File: src/rtl/cfg_chain_pkg.sv
// Shared types and width helpers for the configuration scan-chain loader.
package cfg_chain_pkg;

   typedef enum logic [2:0] {
      S_IDLE,
      S_LOAD,
      S_SHIFT,
      S_EMIT,
      S_DONE,
      S_ERR
   } cfg_state_t;

   function automatic int unsigned cnt_width(input int unsigned n);
      return (n > 1) ? $clog2(n) : 1;
   endfunction

   function automatic int unsigned idx_width(input int unsigned chain_len, input int unsigned word_w);
      return cnt_width((word_w > 0) ? chain_len / word_w : 1);
   endfunction

   function automatic int unsigned bit_width(input int unsigned word_w);
      return cnt_width(word_w);
   endfunction

endpackage

File: src/rtl/cfg_chain_serdes.sv
// Word-wide PISO/SIPO pair: shifts a latched word out LSB first while
// collecting the returning serial bits MSB-in, with a per-word bit counter.
module cfg_chain_serdes
   import cfg_chain_pkg::*;
#(
   parameter int unsigned WORD_W = 8
) (
   input  logic              clk,
   input  logic              reset,
   input  logic              load_i,
   input  logic [WORD_W-1:0] par_i,
   input  logic              shift_i,
   input  logic              ser_i,
   output logic              ser_o,
   output logic [WORD_W-1:0] par_o,
   output logic              last_bit_o
);

   localparam int unsigned BW = bit_width(WORD_W);

   logic [WORD_W-1:0] sreg_q, sreg_d;
   logic [WORD_W-1:0] rreg_q, rreg_d;
   logic [BW-1:0]     cnt_q, cnt_d;

   always_comb begin
      sreg_d = sreg_q;
      rreg_d = rreg_q;
      cnt_d  = cnt_q;
      if (load_i) begin
         sreg_d = par_i;
         cnt_d  = '0;
      end else if (shift_i) begin
         sreg_d             = sreg_q >> 1;
         rreg_d             = rreg_q >> 1;
         rreg_d[WORD_W-1]   = ser_i;
         cnt_d              = cnt_q + BW'(1);
      end
   end

   always_ff @(posedge clk or negedge reset) begin
      if (!reset) begin
         sreg_q <= '0;
         rreg_q <= '0;
         cnt_q  <= '0;
      end else begin
         sreg_q <= sreg_d;
         rreg_q <= rreg_d;
         cnt_q  <= cnt_d;
      end
   end

   assign ser_o      = sreg_q[0];
   assign par_o      = rreg_q;
   assign last_bit_o = (cnt_q == BW'(WORD_W - 1));

endmodule

File: src/rtl/cfg_chain_loader.sv
// Loads the configuration scan chain word by word from a valid/ready stream
// and returns the displaced chain contents as a readback stream.
module cfg_chain_loader
   import cfg_chain_pkg::*;
#(
   parameter int unsigned CHAIN_LEN = 128,
   parameter int unsigned WORD_W    = 8
) (
   input  logic              clk,
   input  logic              reset,
   input  logic              start,
   input  logic              s_valid,
   input  logic [WORD_W-1:0] s_data,
   input  logic              s_last,
   output logic              s_ready,
   output logic              m_valid,
   output logic [WORD_W-1:0] m_data,
   output logic              m_last,
   input  logic              m_ready,
   output logic              chain_di,
   output logic              chain_en,
   input  logic              chain_do,
   output logic              busy,
   output logic              done,
   output logic              err
);

   localparam int unsigned NW    = (WORD_W > 0) ? CHAIN_LEN / WORD_W : 1;
   localparam int unsigned IDX_W = idx_width(CHAIN_LEN, WORD_W);
   localparam logic [IDX_W-1:0] LAST_IDX = IDX_W'(NW - 1);

   generate
      if (WORD_W == 0 || (CHAIN_LEN % WORD_W) != 0) begin : g_bad_params
         $error("cfg_chain_loader: CHAIN_LEN must be a nonzero multiple of WORD_W");
      end
   endgenerate

   cfg_state_t       state_q;
   logic [IDX_W-1:0] idx_q;
   logic             done_q;
   logic             err_q;

   logic             at_last;
   logic             frame_ok;
   logic             word_load;
   logic             ser_out;
   logic             last_bit;
   logic [WORD_W-1:0] rword;

   assign at_last   = (idx_q == LAST_IDX);
   assign frame_ok  = (at_last == s_last);
   assign word_load = (state_q == S_LOAD) && s_valid && frame_ok;

   always_ff @(posedge clk or negedge reset) begin
      if (!reset) begin
         state_q <= S_IDLE;
         idx_q   <= '0;
         done_q  <= 1'b0;
         err_q   <= 1'b0;
      end else begin
         case (state_q)
            S_IDLE, S_DONE, S_ERR: begin
               if (start) begin
                  state_q <= S_LOAD;
                  idx_q   <= '0;
                  done_q  <= 1'b0;
                  err_q   <= 1'b0;
               end
            end
            S_LOAD: begin
               if (s_valid) begin
                  // A mis-framed word is consumed but never reaches the chain.
                  if (!frame_ok) begin
                     state_q <= S_ERR;
                     err_q   <= 1'b1;
                  end else begin
                     state_q <= S_SHIFT;
                  end
               end
            end
            S_SHIFT: begin
               if (last_bit) state_q <= S_EMIT;
            end
            S_EMIT: begin
               if (m_ready) begin
                  if (at_last) begin
                     state_q <= S_DONE;
                     done_q  <= 1'b1;
                  end else begin
                     idx_q   <= idx_q + IDX_W'(1);
                     state_q <= S_LOAD;
                  end
               end
            end
            default: state_q <= S_IDLE;
         endcase
      end
   end

   cfg_chain_serdes #(
      .WORD_W(WORD_W)
   ) u_serdes (
      .clk        (clk),
      .reset      (reset),
      .load_i     (word_load),
      .par_i      (s_data),
      .shift_i    (state_q == S_SHIFT),
      .ser_i      (chain_do),
      .ser_o      (ser_out),
      .par_o      (rword),
      .last_bit_o (last_bit)
   );

   assign chain_en = (state_q == S_SHIFT);
   assign chain_di = chain_en & ser_out;
   assign s_ready  = (state_q == S_LOAD);
   assign m_valid  = (state_q == S_EMIT);
   assign m_data   = rword;
   assign m_last   = m_valid & at_last;
   assign busy     = (state_q == S_LOAD) || (state_q == S_SHIFT) || (state_q == S_EMIT);
   assign done     = done_q;
   assign err      = err_q;

endmodule

File: config.mk
export PLATFORM = sky130hd
export DESIGN_NAME = cfg_chain_loader
export DESIGN_NICKNAME = d
export VERILOG_FILES = /design/src/rtl/cfg_chain_pkg.sv /design/src/rtl/cfg_chain_serdes.sv /design/src/rtl/cfg_chain_loader.sv
export SDC_FILE = /design/constraint.sdc
export NUM_CORES = 1
export LEC_CHECK = 0
export ABC_CLOCK_PERIOD_IN_PS = 1900
export BUFFER_PORTS_ARGS = -buffer_cell sky130_fd_sc_hd__buf_2
export CORE_ASPECT_RATIO = 0.9
export CORE_UTILIZATION = 40
export CTS_BUF_LIST = sky130_fd_sc_hd__clkbuf_16
export DETAILED_ROUTE_END_ITERATION = 8
export GPL_TIMING_DRIVEN = 0
export MAX_ROUTING_LAYER = met4
export PLACE_DENSITY_LB_ADDON = 0.05
export SETUP_SLACK_MARGIN = 0.4
export SLEW_MARGIN = 20
export SYNTH_ARGS = -nofsm -noshare
export SYNTH_HDL_FRONTEND = slang
export SYNTH_SLANG_ARGS = --single-unit
File: constraint.sdc
create_clock -name clk -period 1.9 [get_ports clk]
set_input_delay 0.38 -clock clk [delete_from_list [all_inputs] [get_ports clk]]
set_output_delay 0.38 -clock clk [all_outputs]
set_load 0.1 [all_outputs]
==> results of run 1 <==
==> area by class of cell <==
| class | instances | area, um2 | area share |
|---|---|---|---|
| multi-input cells | 86 | 830 | 0.372 |
| flip-flops and latches | 28 | 703 | 0.316 |
| repair buffers | 52 | 463 | 0.208 |
| clock buffers | 3 | 75.1 | 0.0337 |
| plain buffers | 4 | 57.6 | 0.0258 |
| well taps | 42 | 52.6 | 0.0236 |
| clock inverters | 1 | 30.0 | 0.0135 |
| inverters | 3 | 16.3 | 0.00730 |
==> cell usage after synthesis, types with 2 or more instances <==
cell       n  area (um2)
mux2_1     8        90.1
a221o_1    7        70.1
nand2b_1   4        25.0
ha_1       3        37.5
inv_1      2        7.51
o21ai_1    8        40.0
dfrtp_1   28         701
nor3_1     3        15.0
nand2_1    6        22.5
a31oi_1    2        12.5
and2_1     8        50.1
nor2_1    10        37.5
xnor2_1    2        17.5
a21oi_1    2        10.0
nand3_1    4        20.0
==> layer usage <==
layer  vias up  wire (um)  track usage
met5         -          0            -
met1       574       1620        0.274
li1        548          -            -
met4         0         82       0.0584
met2        25       1790        0.360
met3         7        142       0.0512
==> stage by stage <==
| step | setup slack, ns | area, um2 |
|---|---|---|
| CTS | 0.0448 | 2090 |
| detailed placement | -0.0795 | 1660 |
| global placement | -0.0685 | 1660 |
| floorplan | 0.141 | 1450 |
| finish | 0.0341 | 2230 |
| global route | -0.0169 | 2230 |
==> path summary, 6_finish.rpt <==
path	cells after the start	slack [ns]	end	startpoint
worst max-delay path	4	0.03	chain_di	state_q[2]$_DFFE_PN0P_
min in group clk	2	0.33	u_serdes.par_o[7]$_DFFE_PN0P_	chain_do
worst min register to register	1	0.49	u_serdes.par_o[0]$_DFFE_PN0P_	u_serdes.par_o[0]$_DFFE_PN0P_
worst max register to register	6	0.18	u_serdes.sreg_q[0]$_DFFE_PN0P_	idx_q[0]$_DFFE_PN0P_
max in group asynchronous	1	1.35	state_q[2]$_DFFE_PN0P_	reset
worst min-delay path	1	0.12	u_serdes.sreg_q[4]$_DFFE_PN0P_	reset
==> critical path, stage by stage, from the launching register on <==
cell,delay [ns]
dfrtp_2,0.46
nor3b_4,0.31
buf_12,0.15
and2_4,0.14
buf_12,0.16
==> state kept, by name, summed over array words and instances (netlist names) <==
name	flops
u_serdes.cnt_q	3
state_q	3
idx_q	4
u_serdes.par_o	8
err	1
u_serdes.sreg_q	8
done	1
==> cells by family after synthesis <==
family / synth area share
compound gates: 0.140
xor+xnor: 0.0246
fa+ha+maj: 0.0273
buf+inv: 0.0282
flops: 0.510
mux: 0.0837
simple gates: 0.187
==> power groups by stage <==
stage               clock network [mW]  registers (mW)  logic (mW)
floorplan                            0            1.44       0.916
finish                           0.630           0.975        2.22
detailed placement                   0           0.991        1.65
global placement                     0           0.981        1.62
global route                     0.664            1.00        2.32
CTS                              0.637           0.968        2.06
==> what timing repair did <==
item                       in CTS  in global routing
pin swaps                       8                 10
gates cloned                    1                  0
setup endpoints to repair      28                 31
resized for setup              44                 21
setup buffers                  15                  7
==> out/qor.txt, run 1 <==
OUTCOME
--------------------------------------------------------------------------------------------------------
Status                                                                                      finished clean

STA
--------------------------------------------------------------------------------------------------------
Count of final hold-check violations                                                                   0
Final number of max-transition violations                                                              0
Maximum operating frequency                                                                      536 MHz
Worst-Margin Slew                                                                               0.614 ns
Largest clock skew in the final design                                                        0.00319 ns
Setup violators final                                                                                  0
Final period utilization                                                                           0.982
Final critical delay including setup and external delays                                         1.87 ns
Setup repair after global routing missed its margin                                                  yes
Final Hold Slack                                                                                0.118 ns
Relative slew margins                                                                              0.590
Setup TNS after final layout                                                                        0 ns

LAYOUT
--------------------------------------------------------------------------------------------------------
Layout Utilization                                                                                 0.704
Number of non-filler instances in the completed layout                                               219
Nets@finish                                                                                          196
Most frequent cells in the layout                                                           26 x dfrtp_1, 24 x buf_2, 11 x buf_4
Layout cell share with drive strength beyond 1                                                     0.548
Commonest non-fill, non-tap cell in the layout                                                   dfrtp_1
Count of antenna diodes in the layout                                                                  0
Filler Cells Inserted                                                                                220
Layout-stage area growth over the synthesis result                                                 62.0%

POWER AND IR DROP
--------------------------------------------------------------------------------------------------------
Switching Power                                                                                  1.79 mW
IR Drop Worst-Case VDD                                                                           1400 uV
Power per cell area                                                                          1720 mW/mm2
Standby leakage power                                                                            1.03 nW
Sequential cell fraction of total power                                                            0.255
Switching fraction of total power                                                                  0.469
Clk pwr share                                                                                      0.165
Cell-internal power                                                                              2.03 mW
Logic pwr share                                                                                    0.581
Power consumption                                                                                3.83 mW

GLOBAL ROUTE
--------------------------------------------------------------------------------------------------------
Largest net degree at the start of global routing                                                     29
Total track usage                                                                                  0.220
Antenna violations before repair                                                                       0
First-pass GRT wire length                                                                       5840 um
Total congestion overflow after global routing                                                         0
Number of global-route vias before repair                                                           1194

FLOORPLAN
--------------------------------------------------------------------------------------------------------
Horizontal die dimension                                                                         63.8 um
Die footprint                                                                                0.00368 mm2
Vertical extent of the die                                                                       57.6 um
Effective utilization at floorplan                                                                 0.435
Count of pins on the block boundary                                                                   31
Count of standard-cell rows                                                                           19
Core outline area                                                                            0.00316 mm2

DETAILED ROUTING
--------------------------------------------------------------------------------------------------------
Starting DRT DRC Count                                                                                34
Total Wirelength                                                                                 3630 um
Remaining design rule violation count                                                                  0
Average wire per standard cell                                                                   16.6 um
Number of routed nets with antenna violations                                                          0
Via density                                                                                         5.27
Detailed-route via count                                                                            1154
Number of search-and-repair iterations in the first detailed-routing pass                              4

PLACEMENT
--------------------------------------------------------------------------------------------------------
Placer Congestion                                                                                  0.841
Number of buffer cells added on primary ports                                                         30
Cell total after placement                                                                           192
DP Wirelength                                                                                    2090 um

CLOCK TREE
--------------------------------------------------------------------------------------------------------
Buffer levels on the longest clock path                                                                2
Number of sinks driven by the clock tree                                                              28
Source-to-sink clock delay at the later pin of the worst-skew pair                               0.27 ns
Library cell used as clock root buffer                                                         clkbuf_16
Count of H-tree levels built during CTS                                                                1
Post-CTS clock slew at the launch and capture registers of the worst setup and hold paths        0.07 ns
Cts bufs inserted                                                                                      3
CTS Hold Buffers Added                                                                                 0
CTS tree                                                                                             yes

CRITICAL PATH
--------------------------------------------------------------------------------------------------------
Worst Path Class, Setup                                                                          reg2out
CP Max Fanout                                                                                          5
Setup crit end kind                                                                           output pin
Critical path required time                                                                      1.52 ns
Data arrival time of the critical path                                                           1.49 ns
Startpoint Class                                                                                register

YOSYS
--------------------------------------------------------------------------------------------------------
Syn Std Cell Area                                                                            0.00138 mm2
Post-synthesis async set-or-reset flop share                                                        1.00
Synth Net Count                                                                                      138
Synthesis Warnings                                                                                     0
Sequential element share of the synthesized area                                                   0.510
Cell variety after synth                                                                              38
Cell count after synthesis                                                                           120
#FFs+latches synth                                                                                    28
Leading register cell type out of synthesis                                                      dfrtp_1
EDFF count, synth                                                                                      0
Average cell area after synthesis                                                               11.5 um2

FLOW RUN
--------------------------------------------------------------------------------------------------------
Maxcap violations                                                                                      0

HOLD PATH
--------------------------------------------------------------------------------------------------------
Min-delay worst type                                                                            in2async

Power figures use the tool's default switching activity.
==> run 2: changes to the inputs <==
--- a/config.mk
+++ b/config.mk
@@ -7,6 +7,8 @@
 export LEC_CHECK = 0
 export ABC_CLOCK_PERIOD_IN_PS = 1900
 export BUFFER_PORTS_ARGS = -buffer_cell sky130_fd_sc_hd__buf_2
+export CELL_PAD_IN_SITES_DETAIL_PLACEMENT = 1
+export CELL_PAD_IN_SITES_GLOBAL_PLACEMENT = 1
 export CORE_ASPECT_RATIO = 0.9
 export CORE_UTILIZATION = 40
 export CTS_BUF_LIST = sky130_fd_sc_hd__clkbuf_16
==> out/qor.txt, run 2 (synthesis gave the netlist of run 1 again) <==
LAYOUT
--------------------------------------------------------------------------------------------------------
Layout cell share with drive strength beyond 1                                                     0.595
Commonest non-fill, non-tap cell in the layout                                                   dfrtp_1
Layout-stage area growth over the synthesis result                                                 71.2%
Nets@finish                                                                                          204
Most frequent cells in the layout                                                           26 x dfrtp_1, 20 x buf_2, 17 x buf_4
Filler Cells Inserted                                                                                290
Count of antenna diodes in the layout                                                                  0

FLOORPLAN
--------------------------------------------------------------------------------------------------------
Count of pins on the block boundary                                                                   31
Vertical extent of the die                                                                       57.6 um
Count of standard-cell rows                                                                           19
Core outline area                                                                            0.00316 mm2
Die footprint                                                                                0.00368 mm2
Horizontal die dimension                                                                         63.8 um
Effective utilization at floorplan                                                                 0.435

CLOCK TREE
--------------------------------------------------------------------------------------------------------
CTS Hold Buffers Added                                                                                 0
Source-to-sink clock delay at the later pin of the worst-skew pair                               0.27 ns
Library cell used as clock root buffer                                                         clkbuf_16
Buffer levels on the longest clock path                                                                2
Cts bufs inserted                                                                                      3
Post-CTS clock slew at the launch and capture registers of the worst setup and hold paths        0.07 ns
Count of H-tree levels built during CTS                                                                1
CTS tree                                                                                             yes
Number of sinks driven by the clock tree                                                              28

DETAILED ROUTING
--------------------------------------------------------------------------------------------------------
Number of routed nets with antenna violations                                                          0
Average wire per standard cell                                                                   24.5 um
Detailed-route via count                                                                            1311
Total Wirelength                                                                                 5550 um
Remaining design rule violation count                                                                  0
Starting DRT DRC Count                                                                                58
Number of search-and-repair iterations in the first detailed-routing pass                              4
Via density                                                                                         5.78

POWER AND IR DROP
--------------------------------------------------------------------------------------------------------
Sequential cell fraction of total power                                                            0.236
Standby leakage power                                                                            1.09 nW
Cell-internal power                                                                              2.22 mW
Power consumption                                                                                4.23 mW
Switching fraction of total power                                                                  0.476
Power per cell area                                                                          1800 mW/mm2
Logic pwr share                                                                                    0.613
Clk pwr share                                                                                      0.151
Switching Power                                                                                  2.01 mW
IR Drop Worst-Case VDD                                                                           1270 uV

STA
--------------------------------------------------------------------------------------------------------
Relative slew margins                                                                              0.571
Final period utilization                                                                            1.00
Final critical delay including setup and external delays                                         1.91 ns
Count of final hold-check violations                                                                   0
Largest clock skew in the final design                                                        0.00367 ns
Final number of max-transition violations                                                              0
Final worst slack                                                                            -0.00847 ns
Setup violators final                                                                                  1
Setup repair after global routing missed its margin                                                  yes
Worst-Margin Slew                                                                               0.644 ns
Maximum operating frequency                                                                      524 MHz

OUTCOME
--------------------------------------------------------------------------------------------------------
Failing checks                                                                              setup timing
Status                                                                                      complete, but fails checks

FLOW RUN
--------------------------------------------------------------------------------------------------------
Maxcap violations                                                                                      0

HOLD PATH
--------------------------------------------------------------------------------------------------------
Min-delay worst type                                                                            in2async

CRITICAL PATH
--------------------------------------------------------------------------------------------------------
CP Max Fanout                                                                                          3
Worst Path Class, Setup                                                                          reg2out
Worst reg-to-reg setup slack                                                                     0.13 ns
Critical Path Source                                                                        state_q[1]$_DFFE_PN0P_
Reg2Reg Launch Point                                                                        idx_q[0]$_DFFE_PN0P_
Data arrival time of the critical path                                                           1.53 ns
Destination of the worst register-to-register timing path                                   u_serdes.sreg_q[2]$_DFFE_PN0P_
Setup crit end kind                                                                           output pin
Startpoint Class                                                                                register
R2R depth                                                                                              6
Critical path required time                                                                      1.52 ns

GLOBAL ROUTE
--------------------------------------------------------------------------------------------------------
Total track usage                                                                                  0.280
First-pass GRT wire length                                                                       7200 um
Antenna violations before repair                                                                       0
Largest net degree at the start of global routing                                                     29
Number of global-route vias before repair                                                           1343
Total congestion overflow after global routing                                                         0

PLACEMENT
--------------------------------------------------------------------------------------------------------
Setup Slack @ Placement                                                                       -0.0535 ns
Placer Congestion                                                                                  0.830
DP Wirelength                                                                                    2270 um
Number of buffer cells added on primary ports                                                         30

## run 2: worst max-delay path, cell delays in order, from the launching register on
cell	delay [ns]
dfrtp_1	0.45
nor3b_4	0.34
buf_12	0.15
and2_4	0.14
buf_12	0.17
## run 2: worst max path at each step
stage               end  slack [ns]
6_report       chain_di      -0.008
5_1_grt        chain_di       -0.04
4_1_cts        chain_di        0.09
3_5_place_dp   chain_di       -0.05
3_3_place_gp   chain_di       -0.07
2_1_floorplan  chain_di        0.14
## run 2: metal layers
layer	track usage	part of all wire	up-vias
met5	-	0	-
met4	0.140	0.038	0
met2	0.456	0.51	48
met1	0.326	0.42	682
li1	-	-	565
met3	0.0650	0.037	16
## run 2: what timing repair did
item,in CTS,in global routing
pin swaps,5,9
endpoints found under the setup margin,28,37
gates resized for setup,44,35
buffers inserted,16,13
cloned,1,1
## run 2: through the flow
step                      hold slack [ns]  cell area [um2]   util  std cells  setup TNS (ns)
final                               0.126             2350  0.744        227        -0.00847
after global routing                0.192             2350  0.744        227         -0.0445
after CTS                           0.151             2100  0.664        213               0
after detailed placement            0.430             1660  0.524        192         -0.0535
after global placement              0.423             1660  0.524        192         -0.0679
after floorplan                    0.0844             1450      -        120               0
## run 2: final cells by class
class	instances	area [um2]	area share
repair buffers	60	563	0.239
well taps	42	52.6	0.0223
plain buffers	4	63.8	0.0271
clock buffers	3	75.1	0.0319
flip-flops and latches	28	703	0.299
inverters	3	16.3	0.00691
clock inverters	1	30.0	0.0128
multi-input cells	86	850	0.361
## run 2: power groups by stage
stage	Clock [mW]	Combinational [mW]	Sequential, mW
floorplan	0	0.916	1.44
global placement	0	1.63	0.982
detailed placement	0	1.66	0.996
CTS	0.629	2.08	0.970
global route	0.659	2.67	1.02
finish	0.638	2.59	1.00
==> run 3: changes to the inputs <==
--- a/config.mk
+++ b/config.mk
@@ -6,9 +6,7 @@
 export NUM_CORES = 1
 export LEC_CHECK = 0
 export ABC_CLOCK_PERIOD_IN_PS = 1900
-export BUFFER_PORTS_ARGS = -buffer_cell sky130_fd_sc_hd__buf_2
-export CELL_PAD_IN_SITES_DETAIL_PLACEMENT = 1
-export CELL_PAD_IN_SITES_GLOBAL_PLACEMENT = 1
+export BUFFER_PORTS_ARGS = -buffer_cell sky130_fd_sc_hd__buf_4
 export CORE_ASPECT_RATIO = 0.9
 export CORE_UTILIZATION = 40
 export CTS_BUF_LIST = sky130_fd_sc_hd__clkbuf_16
==> out/qor.txt, run 3 (synthesis gave the netlist of run 1 again) <==
POWER AND IR DROP
--------------------------------------------------------------------------------------------------------
IR Drop Worst-Case VDD                                                                           1230 uV
Power per cell area                                                                          1730 mW/mm2
Standby leakage power                                                                            1.09 nW

CRITICAL PATH
--------------------------------------------------------------------------------------------------------
CP peak stage delay                                                                              0.45 ns
Critical Path Source                                                                        state_q[2]$_DFFE_PN0P_
Critical path required time                                                                      1.52 ns
Buf/Inv on CP                                                                                          2
Data arrival time of the critical path                                                           1.41 ns
Worst-path cell chain                                                                       nor3b_4 -> buf_12 -> and2_4 -> buf_12
Reg2Reg Launch Point                                                                        idx_q[1]$_DFFE_PN0P_
Critical path depth                                                                                    4
Setup crit end kind                                                                           output pin
Most used cell, CP                                                                                buf_12
Crit-path slowest cell                                                                           dfrtp_2
R2R depth                                                                                              6
Startpoint Class                                                                                register
Worst Path Class, Setup                                                                          reg2out
Crit-path leading delay family                                                                flip-flops
CP Max Fanout                                                                                          3

OUTCOME
--------------------------------------------------------------------------------------------------------
Status                                                                                      finished clean

LAYOUT
--------------------------------------------------------------------------------------------------------
Count of antenna diodes in the layout                                                                  0
Most frequent cells in the layout                                                           39 x buf_4, 25 x dfrtp_1, 11 x buf_6
Commonest non-fill, non-tap cell in the layout                                                     buf_4
Combined area of the multi-input logic cells                                                     853 um2
Filler Cells Inserted                                                                                191
Layout-stage area growth over the synthesis result                                                 73.7%
Nets@finish                                                                                          203
Register area                                                                                    704 um2
Layout cell share with drive strength beyond 1                                                     0.587

STA
--------------------------------------------------------------------------------------------------------
Final worst slack                                                                               0.107 ns
Count of final hold-check violations                                                                   0
Setup violators final                                                                                  0
Final critical delay including setup and external delays                                         1.79 ns
Final period utilization                                                                           0.944
Setup TNS after final layout                                                                        0 ns
Worst-Margin Slew                                                                               0.348 ns
Maximum operating frequency                                                                      558 MHz
Final number of max-transition violations                                                              0
Relative slew margins                                                                              0.767
Setup repair after global routing missed its margin                                                  yes
Largest clock skew in the final design                                                        0.00396 ns

DETAILED ROUTING
--------------------------------------------------------------------------------------------------------
Number of routed nets with antenna violations                                                          0
Remaining design rule violation count                                                                  0
Number of search-and-repair iterations in the first detailed-routing pass                              4
Via density                                                                                         5.25
Top Layer Used                                                                                      met4
Routed metal-1 wire length                                                                       1760 um
Total Wirelength                                                                                 3940 um
Met2 wire length                                                                                 1980 um
Detailed-route via count                                                                            1187
Starting DRT DRC Count                                                                                55
Routed length on met3                                                                             117 um
Average wire per standard cell                                                                   17.4 um

FLOORPLAN
--------------------------------------------------------------------------------------------------------
Die footprint                                                                                0.00368 mm2
Horizontal die dimension                                                                         63.8 um
Core outline area                                                                            0.00316 mm2
Vertical extent of the die                                                                       57.6 um
Count of standard-cell rows                                                                           19
Effective utilization at floorplan                                                                 0.435
Count of pins on the block boundary                                                                   31

GLOBAL ROUTE
--------------------------------------------------------------------------------------------------------
Largest net degree at the start of global routing                                                     29
Total track usage                                                                                  0.209
First-pass GRT wire length                                                                       5650 um
Total congestion overflow after global routing                                                         0
Antenna violations before repair                                                                       0
Number of global-route vias before repair                                                           1165

CLOCK TREE
--------------------------------------------------------------------------------------------------------
Number of sinks driven by the clock tree                                                              28
Source-to-sink clock delay at the later pin of the worst-skew pair                               0.26 ns
Cts bufs inserted                                                                                      3
Buffer levels on the longest clock path                                                                2
CTS tree                                                                                             yes
CTS Hold Buffers Added                                                                                 0
Library cell used as clock root buffer                                                         clkbuf_16
Count of H-tree levels built during CTS                                                                1
Post-CTS clock slew at the launch and capture registers of the worst setup and hold paths        0.07 ns

PLACEMENT
--------------------------------------------------------------------------------------------------------
Setup Slack @ Placement                                                                        0.0729 ns
DP Wirelength                                                                                    1960 um
Placer Congestion                                                                                  0.865
Number of buffer cells added on primary ports                                                         30

FLOW RUN
--------------------------------------------------------------------------------------------------------
Maxcap violations                                                                                      0

HOLD PATH
--------------------------------------------------------------------------------------------------------
Min-delay worst type                                                                            in2async

==> run 3: cell count changes in the layout (fill, tap and decap cells not counted), moves of 2 or more <==
cell      before  now
nand2b_4       1    3
nand2b_1       4    2
buf_8          4    2
buf_2         20    1
buf_4         17   39
buf_6          8   11
clkbuf_4       4    0
==> run 3: path summary, 6_finish.rpt <==
path,to,slack [ns]
max,chain_di,0.11
min,u_serdes.sreg_q[4]$_DFFE_PN0P_,0.02
max reg2reg,state_q[0]$_DFFE_PN0P_,0.17
min reg2reg,u_serdes.sreg_q[2]$_DFFE_PN0P_,0.51
max in group asynchronous,state_q[2]$_DFFE_PN0P_,1.59
min in group clk,state_q[1]$_DFFE_PN0P_,0.32
==> run 3: what timing repair did <==
action                                  in CTS  in global routing
setup buffers                               18                 10
endpoints found under the setup margin      27                 31
pin swaps                                    6                 13
gates resized for setup                     43                 25
gates cloned                                 1                  1
==> run 3: area by class of cell <==
| class | count | share of cell area |
|---|---|---|
| plain buffers | 4 | 0.0299 |
| repair buffers | 59 | 0.245 |
| multi-input cells | 86 | 0.357 |
| inverters | 3 | 0.00681 |
| clock buffers | 3 | 0.0314 |
| clock inverters | 1 | 0.0126 |
| well taps | 42 | 0.0220 |
| flip-flops and latches | 28 | 0.295 |
==> run 3: where the power goes <==
part / internal, mW / switching [mW]
Combinational: 1.03 / 1.48
Sequential: 0.809 / 0.184
Clock: 0.420 / 0.205
Total: 2.26 / 1.87
==> run 3: metrics by stage <==
step           total power [mW]  instance area [um2]   util  hold slack (ns)  cells
2_1_floorplan              2.36                 1450      -           0.0844    120
3_3_place_gp               2.69                 1730  0.548            0.310    192
3_5_place_dp               2.71                 1730  0.548            0.313    192
4_1_cts                    3.89                 2200  0.694           0.0350    215
5_1_grt                    4.29                 2390  0.755           0.0474    226
6_report                   4.13                 2390  0.755           0.0223    226
==> run 3: per-layer routing <==
metal  vias to the layer above  global-route usage
li1                        563                   -
met1                       592               0.266
met2                        24               0.322
met3                         8              0.0492
met4                         0              0.0844
met5                         -                   -
==> run 3: worst reg2reg max path, delay by kind of cell (launching register included) <==
kind	cells	cell delay, ns
buffers and inverters	2	0.26
AOI/OAI and AO/OA	2	0.53
adders and majority gates	1	0.20
and+or+nand+nor	1	0.18
DFF	1	0.43
